$ cat src/rtl/rx_dispatch_pkg.sv
// rx_dispatch_pkg: state encoding, header offsets and constants for rx_frame_dispatch
package rx_dispatch_pkg;
    typedef enum logic [2:0] {
        ST_FLUSH,
        ST_IDLE,
        ST_DST,
        ST_SRC,
        ST_TYPE,
        ST_PAYLOAD,
        ST_DROP
    } state_t;
    localparam int CNT_W = 11;
    localparam int HDR_LEN = 14;
    localparam int DST_OFS = 0;
    localparam int SRC_OFS = 6;
    localparam int TYPE_OFS = 12;
    localparam logic [CNT_W-1:0] DST_LAST = CNT_W'(SRC_OFS - 1);
    localparam logic [CNT_W-1:0] SRC_LAST = CNT_W'(TYPE_OFS - 1);
    localparam logic [CNT_W-1:0] TYPE_HI = CNT_W'(TYPE_OFS);
    localparam logic [CNT_W-1:0] TYPE_LAST = CNT_W'(HDR_LEN - 1);
    localparam logic [47:0] BCAST_MAC = 48'hFFFF_FFFF_FFFF;
    localparam logic [15:0] ETYPE_ARP_DEF = 16'h0806;
    localparam logic [15:0] ETYPE_IP_DEF = 16'h0800;
    // byte idx of a MAC in wire order (idx 0 = msb byte)
    function automatic logic [7:0] mac_byte(input logic [47:0] mac, input logic [2:0] idx);
        logic [47:0] sh;
        sh = mac << {idx, 3'b000};
        return sh[47:40];
    endfunction
endpackage

$ cat src/rtl/rx_mac_filter.sv
// rx_mac_filter: serial compare of the destination MAC against local_mac and broadcast
module rx_mac_filter
    import rx_dispatch_pkg::*;
(
    input  logic        clock,
    input  logic        reset_n,
    input  logic        en,
    input  logic [2:0]  idx,
    input  logic [7:0]  rx_data,
    input  logic [47:0] local_mac,
    output logic        match,
    output logic        is_bcast
);
    logic match_q, match_d, bcast_q, bcast_d;
    // idx 0 restarts the running compare; result includes the current byte
    always_comb begin
        match_d = (idx == 3'd0 || match_q) && rx_data == mac_byte(local_mac, idx);
        bcast_d = (idx == 3'd0 || bcast_q) && rx_data == mac_byte(BCAST_MAC, idx);
    end
    always_ff @(posedge clock) begin
        if (!reset_n) begin
            match_q <= 1'b0;
            bcast_q <= 1'b0;
        end else if (en) begin
            match_q <= match_d;
            bcast_q <= bcast_d;
        end
    end
    assign match = match_d;
    assign is_bcast = bcast_d;
endmodule

$ cat src/rtl/rx_frame_dispatch.sv
// rx_frame_dispatch: walks the Ethernet header, filters, and steers payload to ARP/IP consumers
module rx_frame_dispatch
    import rx_dispatch_pkg::*;
#(
    parameter int          MAX_FRAME_BYTES = 1518,
    parameter logic [15:0] ETYPE_ARP       = ETYPE_ARP_DEF,
    parameter logic [15:0] ETYPE_IP        = ETYPE_IP_DEF,
    parameter bit          PROMISCUOUS     = 1'b0
) (
    input  logic        clock,
    input  logic        reset_n,
    input  logic        rx_active,
    input  logic [7:0]  rx_data,
    input  logic [47:0] local_mac,
    output logic [47:0] remote_mac,
    output logic [15:0] ethertype,
    output logic [7:0]  pay_data,
    output logic        arp_valid,
    output logic        ip_valid,
    output logic        broadcast,
    output logic        frame_done,
    output logic        frame_drop
);
    state_t             state_q, state_d;
    logic [CNT_W-1:0]   cnt_q, cnt_d;
    logic [47:0]        src_sh_q, src_sh_d, remote_mac_q, remote_mac_d;
    logic [15:0]        ethertype_q, ethertype_d, etype;
    logic [7:0]         type_hi_q, type_hi_d, pay_data_q, pay_data_d;
    logic               bcast_sh_q, bcast_sh_d, broadcast_q, broadcast_d;
    logic               arp_valid_q, arp_valid_d, ip_valid_q, ip_valid_d;
    logic               frame_done_q, frame_done_d, frame_drop_q, frame_drop_d;
    logic               f_match, f_bcast;

    rx_mac_filter u_filter (
        .clock     (clock),
        .reset_n   (reset_n),
        .en        (rx_active && (state_q == ST_IDLE || state_q == ST_DST)),
        .idx       (cnt_q[2:0]),
        .rx_data   (rx_data),
        .local_mac (local_mac),
        .match     (f_match),
        .is_bcast  (f_bcast)
    );

    always_comb begin
        state_d = state_q;
        cnt_d = (rx_active && state_q != ST_FLUSH) ? ((&cnt_q) ? cnt_q : cnt_q + 1'b1) : '0;
        src_sh_d = src_sh_q;
        type_hi_d = type_hi_q;
        bcast_sh_d = bcast_sh_q;
        remote_mac_d = remote_mac_q;
        ethertype_d = ethertype_q;
        broadcast_d = broadcast_q;
        pay_data_d = rx_data;
        arp_valid_d = 1'b0;
        ip_valid_d = 1'b0;
        frame_done_d = 1'b0;
        frame_drop_d = 1'b0;
        etype = {type_hi_q, rx_data};
        if (!rx_active) begin
            state_d = ST_IDLE;
            frame_done_d = state_q == ST_PAYLOAD;
            frame_drop_d = state_q inside {ST_DST, ST_SRC, ST_TYPE, ST_DROP};
        end else begin
            case (state_q)
                ST_IDLE: state_d = ST_DST;
                ST_DST: begin
                    if (cnt_q == DST_LAST) begin
                        bcast_sh_d = f_bcast;
                        state_d = (PROMISCUOUS || f_match || f_bcast) ? ST_SRC : ST_DROP;
                    end
                end
                ST_SRC: begin
                    src_sh_d = {src_sh_q[39:0], rx_data};
                    if (cnt_q == SRC_LAST) state_d = ST_TYPE;
                end
                // header results are committed only once the whole frame header is known good
                ST_TYPE: begin
                    if (cnt_q == TYPE_HI) begin
                        type_hi_d = rx_data;
                    end else if (cnt_q == TYPE_LAST && (etype == ETYPE_ARP || etype == ETYPE_IP)) begin
                        remote_mac_d = src_sh_q;
                        ethertype_d = etype;
                        broadcast_d = bcast_sh_q;
                        state_d = ST_PAYLOAD;
                    end else begin
                        state_d = ST_DROP;
                    end
                end
                ST_PAYLOAD: begin
                    if (cnt_q >= CNT_W'(MAX_FRAME_BYTES)) begin
                        state_d = ST_DROP;
                    end else begin
                        arp_valid_d = ethertype_q == ETYPE_ARP;
                        ip_valid_d = ethertype_q == ETYPE_IP;
                    end
                end
                default: state_d = state_q;
            endcase
        end
    end

    always_ff @(posedge clock) begin
        if (!reset_n) begin
            state_q <= ST_FLUSH;
            cnt_q <= '0;
            src_sh_q <= '0;
            type_hi_q <= '0;
            bcast_sh_q <= 1'b0;
            remote_mac_q <= '0;
            ethertype_q <= '0;
            broadcast_q <= 1'b0;
            pay_data_q <= '0;
            arp_valid_q <= 1'b0;
            ip_valid_q <= 1'b0;
            frame_done_q <= 1'b0;
            frame_drop_q <= 1'b0;
        end else begin
            state_q <= state_d;
            cnt_q <= cnt_d;
            src_sh_q <= src_sh_d;
            type_hi_q <= type_hi_d;
            bcast_sh_q <= bcast_sh_d;
            remote_mac_q <= remote_mac_d;
            ethertype_q <= ethertype_d;
            broadcast_q <= broadcast_d;
            pay_data_q <= pay_data_d;
            arp_valid_q <= arp_valid_d;
            ip_valid_q <= ip_valid_d;
            frame_done_q <= frame_done_d;
            frame_drop_q <= frame_drop_d;
        end
    end

    assign remote_mac = remote_mac_q;
    assign ethertype = ethertype_q;
    assign pay_data = pay_data_q;
    assign arp_valid = arp_valid_q;
    assign ip_valid = ip_valid_q;
    assign broadcast = broadcast_q;
    assign frame_done = frame_done_q;
    assign frame_drop = frame_drop_q;
endmodule

$ cat config.mk
export PLATFORM = sky130hd
export DESIGN_NAME = rx_frame_dispatch
export DESIGN_NICKNAME = d
export VERILOG_FILES = /design/src/rtl/rx_dispatch_pkg.sv /design/src/rtl/rx_mac_filter.sv /design/src/rtl/rx_frame_dispatch.sv
export SDC_FILE = /design/constraint.sdc
export NUM_CORES = 1
export LEC_CHECK = 0
export CAP_MARGIN = 40
export CORE_UTILIZATION = 40
export DETAILED_ROUTE_END_ITERATION = 10
export GPL_TIMING_DRIVEN = 0
export PLACE_DENSITY = 0.64
export SLEW_MARGIN = 20
export SYNTH_ARGS = -nofsm -noshare
export SYNTH_HDL_FRONTEND = slang
export SYNTH_SLANG_ARGS = --single-unit
export TNS_END_PERCENT = 50
$ cat constraint.sdc
create_clock -name clock -period 2.09 [get_ports clock]
set_clock_uncertainty 0.05 [all_clocks]
set_input_delay 0.3135 -clock clock [delete_from_list [all_inputs] [get_ports clock]]
set_output_delay 0.3135 -clock clock [all_outputs]
set_load 0.05 [all_outputs]
==> results of run 1 <==
## timing repair
item	CTS	global route
buffers inserted	3	14
gates resized for setup	27	89
pin swaps	5	7
endpoints found under the setup margin	99	106
## cell usage in the layout (no fill, tap or decap), types with 6 or more instances in the layout
cell and instances:
nand2_1 212, dfxtp_1 148, clkdlybuf4s50_1 125, a21boi_0 84, clkbuf_1 21, mux2i_1 20
nor2_1 18, clkbuf_16 17, buf_4 16, and3_1 15, a21boi_1 15, a21oi_1 15
nor2b_1 13, buf_6 11, xnor2_1 11, nor3_1 10, nand4_1 8, buf_2 8
and2_1 8, nand2b_1 6
## registers in the layout (all words and copies together), names as in the netlist, 3 cells and up
| signal | flops |
|---|---|
| ethertype | 16 |
| cnt_q | 11 |
| src_sh_q | 48 |
| type_hi_q | 8 |
| remote_mac | 48 |
| pay_data | 8 |
| state_q | 3 |
## worst max-delay path: stages, from the launching register on
cell     delay, ps
dfxtp_4        400
buf_4          120
mux4_2         500
a22oi_2        150
xnor2_1         90
or4_4          600
nor4b_4        240
o21a_1         160
## metrics by stage
stage	cells	setup TNS [ps]	total power, W	worst slack [ps]
global route	1121	-2901	0.006539	-346.5
global placement	1073	-60660	0.003302	-898.1
detailed placement	1073	-68940	0.003308	-997.6
CTS	1107	-9790	0.006353	-240.4
finish	1121	-957.7	0.006323	-287.4
floorplan	732	-81.84	0.003136	-59.59
## cell families after synthesis
group	Yosys count	share of synthesized area
simple gates	327	0.2314
flops	150	0.4694
fa+ha+maj	5	0.009779
compound gates	146	0.1660
mux	33	0.06474
buf+inv	57	0.03951
xor+xnor	14	0.01917
## how the worst max path moves through the flow
stage	to	slack, ps
2_1_floorplan	state_q[2]	-60
3_3_place_gp	ethertype[15]	-900
3_5_place_dp	remote_mac[45]	-1000
4_1_cts	state_q[2]	-240
5_1_grt	state_q[2]	-350
6_report	u_filter.match_q	-290
## power by group through the flow
| stage | clock network (W) | registers [W] | logic [W] |
|---|---|---|---|
| floorplan | 0 | 0.00297 | 0.000170 |
| global placement | 0 | 0.00294 | 0.000363 |
| detailed placement | 0 | 0.00294 | 0.000370 |
| CTS | 0.00310 | 0.00287 | 0.000377 |
| global route | 0.00324 | 0.00287 | 0.000423 |
| finish | 0.00306 | 0.00287 | 0.000395 |
## metal layers
metal	vias to the layer above	routed length [um]	track usage
met1	2650	8078	0.2770
met3	21	817	0.05198
li1	2826	-	-
met2	138	7875	0.3469
met4	0	235	0.06920
met5	-	0	0
## cell type report
type | count | area (sq um)
timing repair buffer | 147 | 1458
sequential | 150 | 3010
fill | 1413 | 6429
clock inverter | 15 | 168.9
tap | 211 | 264.0
inverter | 7 | 26.28
multi-input combinational | 525 | 3312
clock buffer | 17 | 425.4
buffer | 49 | 334.1
==> flow_summary_export.csv, run 1 <==
group,metric,value,unit
worst_setup_path,r2r_slack,-290,ps
synthesis,yosysTopAreaCell,"dfxtp_1",
synthesis,ys_top_cells_by_count,"212 x nand2_1, 150 x dfxtp_1, 99 x a21boi_0, 39 x clkbuf_1, 20 x mux2i_1",
timing,tightest_slew,633.3,ps
clocking,clkTransAtPathRegs,70,ps
place,place_congestion,0.9087,
run,cap_violations,0,
power_and_ir_drop,combPwrFrac,0.062,
floorplan,pin_count,136,
clocking,cts-hold-fix-buffers,0,
worst_setup_path,cp.arrival,2680,ps
place,port_buffers,130,
final_layout,drive_gt1_frac,0.1297,
hold_path,hp-class,"in -> reg",
synthesis,avgSynthCellArea,8.740,sq um
drt,wl,17010,um
synthesis,synth-seq-cells,150,
synthesis,synth.distinct_cells,55,
synthesis,yosysMostFrequentCell,"nand2_1",
power_and_ir_drop,ir_worst_vdd,0.5912,mV
floorplan,die_h,128.5,um
power_and_ir_drop,seqPwrFrac,0.454,
power_and_ir_drop,switching_share,0.2306,
global_routing,grt_pass1_vias,5625,
place,dpl.hpwl,12650,um
clocking,clkSinkCount,150,
drt,via_per_inst,5.027,
status,status,"complete, but fails checks",
drt,vias,5635,
timing,finalMaxSlewViolations,0,
hold_path,hold_path_end,"pay_data[2]",
global_routing,grt_antenna_before_repair,0,
synthesis,synth_edf_count,0,
drt,drt_iter0_markers,329,
power_and_ir_drop,pwr-share-clk,0.483,
worst_setup_path,worstReg2RegStart,"cnt_q[0]",
worst_setup_path,critPathKind,"reg -> reg",
global_routing,grt_use_total,0.2131,
synthesis,yosysSeqAreaShare,0.4694,
synthesis,ys_async_sr_fraction,0,
drt,drcViolationCount,0,
place,place_area,7998,sq um
floorplan,rows,45,
global_routing,gr-total-overflow,0,
worst_setup_path,endpoint_kind,"register",
clocking,clock_path_buffers,2,
timing,period_share,1.138,
hold_path,worstHoldPathCells,2,
floorplan,start_util,0.4147,
synthesis,yosys_most_used_dff,"dfxtp_1",
synthesis,synth_warnings,0,
worst_setup_path,startpoint,"cnt_q[0]",
synthesis,synth_top_area_share,0.4694,
final_layout,final_area,8999,sq um
worst_setup_path,rr_worst_depth,7,
worst_setup_path,critPathRequiredTime,2400,ps
synthesis,synthCells,732,
global_routing,grt_max_degree,17,
worst_setup_path,crit_fanout,4,
clocking,cts_tree,"built",
clocking,clock_latency,420,ps
final_layout,area_growth,40.66,%
floorplan,dieArea,16500,sq um
timing,fin_hold_ws,120.0,ps
power_and_ir_drop,internal-power,0.004865,W
timing,fin_crit,2377,ps
clocking,root_buffer,"clkbuf_16",
drt,ant_nets,0,
timing,fmax,420.6,MHz
floorplan,die_x,128.5,um
power_and_ir_drop,power_density,702.7,nW/um^2
worst_setup_path,worstReg2RegEnd,"u_filter.match_q",
power_and_ir_drop,p_switching,0.001458,W
clocking,cts_buffers,17,
global_routing,grt_pass1_wl,27660,um
floorplan,fp.coreArea,15430,sq um
final_layout,fin_util,0.5833,
final_layout,num-nets-final,961,
timing,setup_ws,-287.4,ps
worst_setup_path,critPathLaunchType,"register",
final_layout,diodes,0,
timing,rsz0062_at_grt,"yes",
synthesis,syn-cell-area,6397,sq um
clocking,h-tree-depth,4,
power_and_ir_drop,p_leak,3.202,nW
drt,routedWlPerCell,15.17,um
synthesis,synth_nets,796,
drt,dr.pass1.iters,4,
synthesis,netlist_top_cells_area,"dfxtp_1 47%, nand2_1 12%, a21boi_0 12%, mux2i_1 3.1%, clkbuf_1 2.3%",
timing,finalHoldViolCount,0,
hold_path,hp-start,"rx_data[2]",
timing,slew_headroom,0.5778,
status,failed_checks,"setup timing",
timing,finalSetupViolations,8,
(Power assumes the default switching activity.)
==> run 2, diff against run 1 <==
- HOLD_SLACK_MARGIN: not set -> 0.12
- SETUP_SLACK_MARGIN: not set -> 0.4
==> flow_summary_export.csv, run 2 (synthesis results as in run 1) <==
group,metric,value,unit
timing,setup_ws,-215.6,ps
timing,fmax,433.7,MHz
final_layout,fin_util,0.6633,
clocking,clock_path_buffers,2,
worst_setup_path,path_cells,"buf_12 -> buf_4 -> mux4_2 -> nand2_1 -> mux2_2 -> o2111ai_1 -> o31a_1 -> o21ai_2",
worst_setup_path,crit_fanout,7,
timing,period_share,1.103,
worst_setup_path,worstReg2RegStart,"cnt_q[0]",
global_routing,grt_antenna_before_repair,0,
timing,tightest_slew,581.1,ps
clocking,clock_latency,420,ps
worst_setup_path,endpoint_kind,"register",
global_routing,grt_max_degree,17,
timing,slew_headroom,0.6126,
power_and_ir_drop,p_leak,4.216,nW
power_and_ir_drop,power_density,627.8,nW/um^2
worst_setup_path,cp_slowest_cell,"mux4_2",
drt,ant_nets,0,
floorplan,fp.coreArea,15430,sq um
hold_path,hp-class,"in -> reg",
floorplan,dieArea,16500,sq um
timing,finalSetupViolations,46,
drt,vias,5964,
clocking,cts_tree,"built",
power_and_ir_drop,ir_worst_vdd,0.5997,mV
clocking,clkSinkCount,150,
drt,wl,19400,um
drt,drt_iter0_markers,453,
place,place_congestion,0.8521,
timing,tns,-2139,ps
status,status,"complete, but fails checks",
final_layout,area_growth,59.97,%
drt,dr.pass1.iters,5,
final_layout,nFillCells,1216,
timing,rsz0062_at_grt,"yes",
drt,routedWlPerCell,16.84,um
floorplan,pin_count,136,
final_layout,final_cell_mix,"145 x dfxtp_1, 144 x nand2_1, 50 x clkdlybuf4s50_1",
final_layout,diodes,0,
final_layout,drive_gt1_frac,0.3252,
worst_setup_path,critPathLaunchType,"register",
global_routing,grt_use_total,0.2335,
place,place_area,8068,sq um
clocking,cts_buffers,17,
floorplan,start_util,0.4147,
global_routing,grt_pass1_vias,5993,
clocking,h-tree-depth,4,
worst_setup_path,max_stage_delay,490,ps
status,failed_checks,"setup timing",
final_layout,num-nets-final,992,
global_routing,grt_pass1_wl,30190,um
drt,via_per_inst,5.177,
timing,fin_hold_ws,150.5,ps
floorplan,die_h,128.5,um
floorplan,rows,45,
drt,drcViolationCount,0,
final_layout,layout_commonest_cell,"dfxtp_1",
worst_setup_path,critPathRequiredTime,2340,ps
clocking,root_buffer,"clkbuf_16",
clocking,clkTransAtPathRegs,60,ps
place,port_buffers,130,
timing,fin_crit,2306,ps
worst_setup_path,startpoint,"cnt_q[0]",
final_layout,final_area,10230,sq um
worst_setup_path,critPathKind,"reg -> reg",
global_routing,gr-total-overflow,0,
hold_path,hp-start,"rx_data[2]",
run,cap_violations,0,
timing,finalHoldViolCount,0,
worst_setup_path,cp.arrival,2560,ps
place,dpl.hpwl,12620,um
floorplan,die_x,128.5,um
place,post-place-ws,-845.1,ps
timing,finalMaxSlewViolations,0,
## run 2: final timing paths
path | end | slack, ps | cells past startpoint
worst max register to register | state_q[0] | -220 | 8
worst min register to register | remote_mac[34] | 400 | 2
worst max-delay path | state_q[0] | -220 | 8
worst min-delay path | ethertype[1] | 150 | 3
## run 2: layout make-up
cell class	instances	area, sq um	area share
clock inverter	12	150.1	0.01467
multi-input combinational	525	3980	0.3889
sequential	150	3014	0.2945
inverter	7	48.80	0.004768
tap	211	264.0	0.02580
clock buffer	20	456.7	0.04463
timing repair buffer	177	1788	0.1747
buffer	50	531.8	0.05196
## run 2: worst max-delay path: cells and delay by family (launching register included)
kind	cells	cell delay [ps]
simple gates	1	100
compound gates	3	530
buf+inv	2	280
flops	1	400
mux	2	820
## run 2: power breakdown
part / internal (W) / switching (W) / total (W) / leakage [nW]
logic: 0.000216 / 0.000195 / 0.000412 / 2.70
clock network: 0.00194 / 0.00120 / 0.00314 / 0.306
registers: 0.00287 / 0.00000636 / 0.00287 / 1.21
total: 0.00503 / 0.00140 / 0.00642 / 4.22
## run 2: routing by layer
| metal | global-route usage | vias up | share of wire |
|---|---|---|---|
| met2 | 0.3952 | 211 | 0.48 |
| met1 | 0.2919 | 2822 | 0.44 |
| li1 | - | 2895 | - |
| met4 | 0.08097 | 0 | 0.019 |
| met3 | 0.05322 | 36 | 0.055 |
| met5 | 0 | - | 0 |
## run 2: repair_timing
| item | in CTS | in global routing |
|---|---|---|
| hold buffers | 0 | 0 |
| endpoints found under the setup margin | 209 | 154 |
| pin swaps | 108 | 67 |
| resized for setup | 326 | 189 |
| setup buffers | 30 | 3 |
| gates cloned | 7 | 7 |
## run 2: metrics by stage
stage	instances	power [W]
finish	1152	0.006425
global route	1152	0.006620
CTS	1142	0.006455
detailed placement	1073	0.003315
global placement	1073	0.003309
floorplan	732	0.003137
==> run 3, diff against run 2 <==
- PLACE_DENSITY: 0.64 -> 0.61
- clock period: 2.09 -> 2.83 ns (I/O delays scaled with it)
==> flow_summary_export.csv, run 3 (synthesis results as in run 1) <==
group,metric,value,unit
timing,tightest_slew,657.5,ps
clocking,cts_buffers,17,
drt,ant_nets,0,
drt,via_per_inst,5.035,
worst_setup_path,cp.arrival,2600,ps
worst_setup_path,endpoint_kind,"register",
worst_setup_path,crit_buf_inv,1,
place,port_buffers,130,
worst_setup_path,crit_fanout,10,
final_layout,layout_commonest_cell,"nand2_1",
place,dpl.hpwl,12680,um
worst_setup_path,path_depth,7,
final_layout,drive_gt1_frac,0.09598,
worst_setup_path,critPathKind,"reg -> reg",
worst_setup_path,startpoint,"cnt_q[0]",
clocking,cts-hold-fix-buffers,0,
clocking,clock_path_buffers,2,
global_routing,gr-total-overflow,0,
clocking,clkTransAtPathRegs,60,ps
global_routing,grt_pass1_vias,5576,
drt,routedWlPerCell,15.31,um
worst_setup_path,crit_family,"simple AND/OR/NAND/NOR gates",
drt,dr.pass1.iters,4,
timing,rsz0062_at_grt,"yes",
place,place_congestion,0.8315,
worst_setup_path,rr_worst_depth,7,
timing,finalHoldViolCount,0,
timing,fin_crit,2372,ps
worst_setup_path,r2r_slack,460,ps
clocking,h-tree-depth,4,
worst_setup_path,worstReg2RegEnd,"state_q[2]",
hold_path,hp-class,"in -> reg",
status,status,"finished clean",
worst_setup_path,worstSetupEndpoint,"state_q[2]",
worst_setup_path,cp_slowest_cell,"or4_4",
floorplan,start_util,0.4147,
worst_setup_path,critPathLaunchType,"register",
global_routing,grt_use_total,0.2176,
power_and_ir_drop,p_leak,3.009,nW
floorplan,fp.coreArea,15430,sq um
timing,slew_headroom,0.5617,
timing,period_share,0.8381,
timing,finalSetupViolations,0,
clocking,clkSinkCount,150,
final_layout,diodes,0,
final_layout,final_area,8741,sq um
floorplan,rows,45,
clocking,clock_latency,420,ps
floorplan,die_h,128.5,um
final_layout,area_growth,36.63,%
place,place_area,7963,sq um
hold_path,hp-start,"rx_data[2]",
drt,vias,5574,
worst_setup_path,worstReg2RegStart,"cnt_q[0]",
floorplan,pin_count,136,
power_and_ir_drop,power_density,544.3,nW/um^2
clocking,cts_tree,"built",
clocking,root_buffer,"clkbuf_16",
final_layout,final_cell_mix,"212 x nand2_1, 148 x dfxtp_1, 129 x clkdlybuf4s50_1",
drt,wl,16940,um
worst_setup_path,max_stage_delay,570,ps
floorplan,die_x,128.5,um
floorplan,dieArea,16500,sq um
global_routing,grt_pass1_wl,27970,um
timing,fmax,421.6,MHz
global_routing,grt_antenna_before_repair,0,
timing,finalMaxSlewViolations,0,
worst_setup_path,path_cells,"buf_8 -> mux2_4 -> a22oi_1 -> xnor2_1 -> or4_4 -> nor4_4 -> o31ai_1",
power_and_ir_drop,ir_worst_vdd,0.4319,mV
final_layout,num-nets-final,947,
timing,fin_hold_ws,226.3,ps
drt,drcViolationCount,0,
global_routing,grt_max_degree,17,
run,cap_violations,0,
drt,drt_iter0_markers,331,
worst_setup_path,critPathRequiredTime,3060,ps
run 3: cell type report:
class	count	area (sq um)
Multi-Input combinational cell	525	3209
Inverter	7	26.28
Clock inverter	13	178.9
Tap cell	211	264.0
Sequential cell	150	3008
Timing Repair Buffer	132	1319
Clock buffer	19	442.9
Buffer	50	292.8
Fill cell	1443	6686
run 3: per-layer routing:
layer / vias up / routed length [um] / global-route usage
met4: 0 / 150 / 0.05329
li1: 2796 / - / -
met1: 2635 / 8109 / 0.2892
met2: 127 / 7634 / 0.3456
met3: 16 / 1048 / 0.06486
met5: - / 0 / 0
run 3: timing repair:
item                       4_1_cts  5_1_grt
resized for setup               27       45
pin swaps                        1        2
setup endpoints to repair       77       94
buffers inserted                 1        1
run 3: worst min path at each step:
stage / endpoint / slack [ps] / cells after the start
after floorplan: broadcast / 390 / 2
after global placement: remote_mac[39] / 400 / 2
after detailed placement: remote_mac[17] / 400 / 2
after CTS: pay_data[2] / 220 / 2
after global routing: pay_data[2] / 230 / 2
final: pay_data[2] / 230 / 2
run 3: power breakdown:
part / internal (W) / switching (W)
sequential: 0.00212 / 0.00000414
clock: 0.00150 / 0.000863
combinational: 0.000147 / 0.000129
total: 0.00376 / 0.000996
run 3: per-stage QoR:
| step | total power (W) | utilization | setup TNS [ps] | worst slack [ps] | std cells |
|---|---|---|---|---|---|
| CTS | 0.004790 | 0.5614 | 0 | 396.2 | 1106 |
| global placement | 0.002437 | 0.5161 | -17720 | -353.7 | 1073 |
| floorplan | 0.002315 | - | 0 | 542.7 | 732 |
| finish | 0.004758 | 0.5666 | 0 | 458.2 | 1107 |
| detailed placement | 0.002441 | 0.5161 | -18810 | -364.9 | 1073 |
| global route | 0.004910 | 0.5666 | 0 | 341.8 | 1107 |
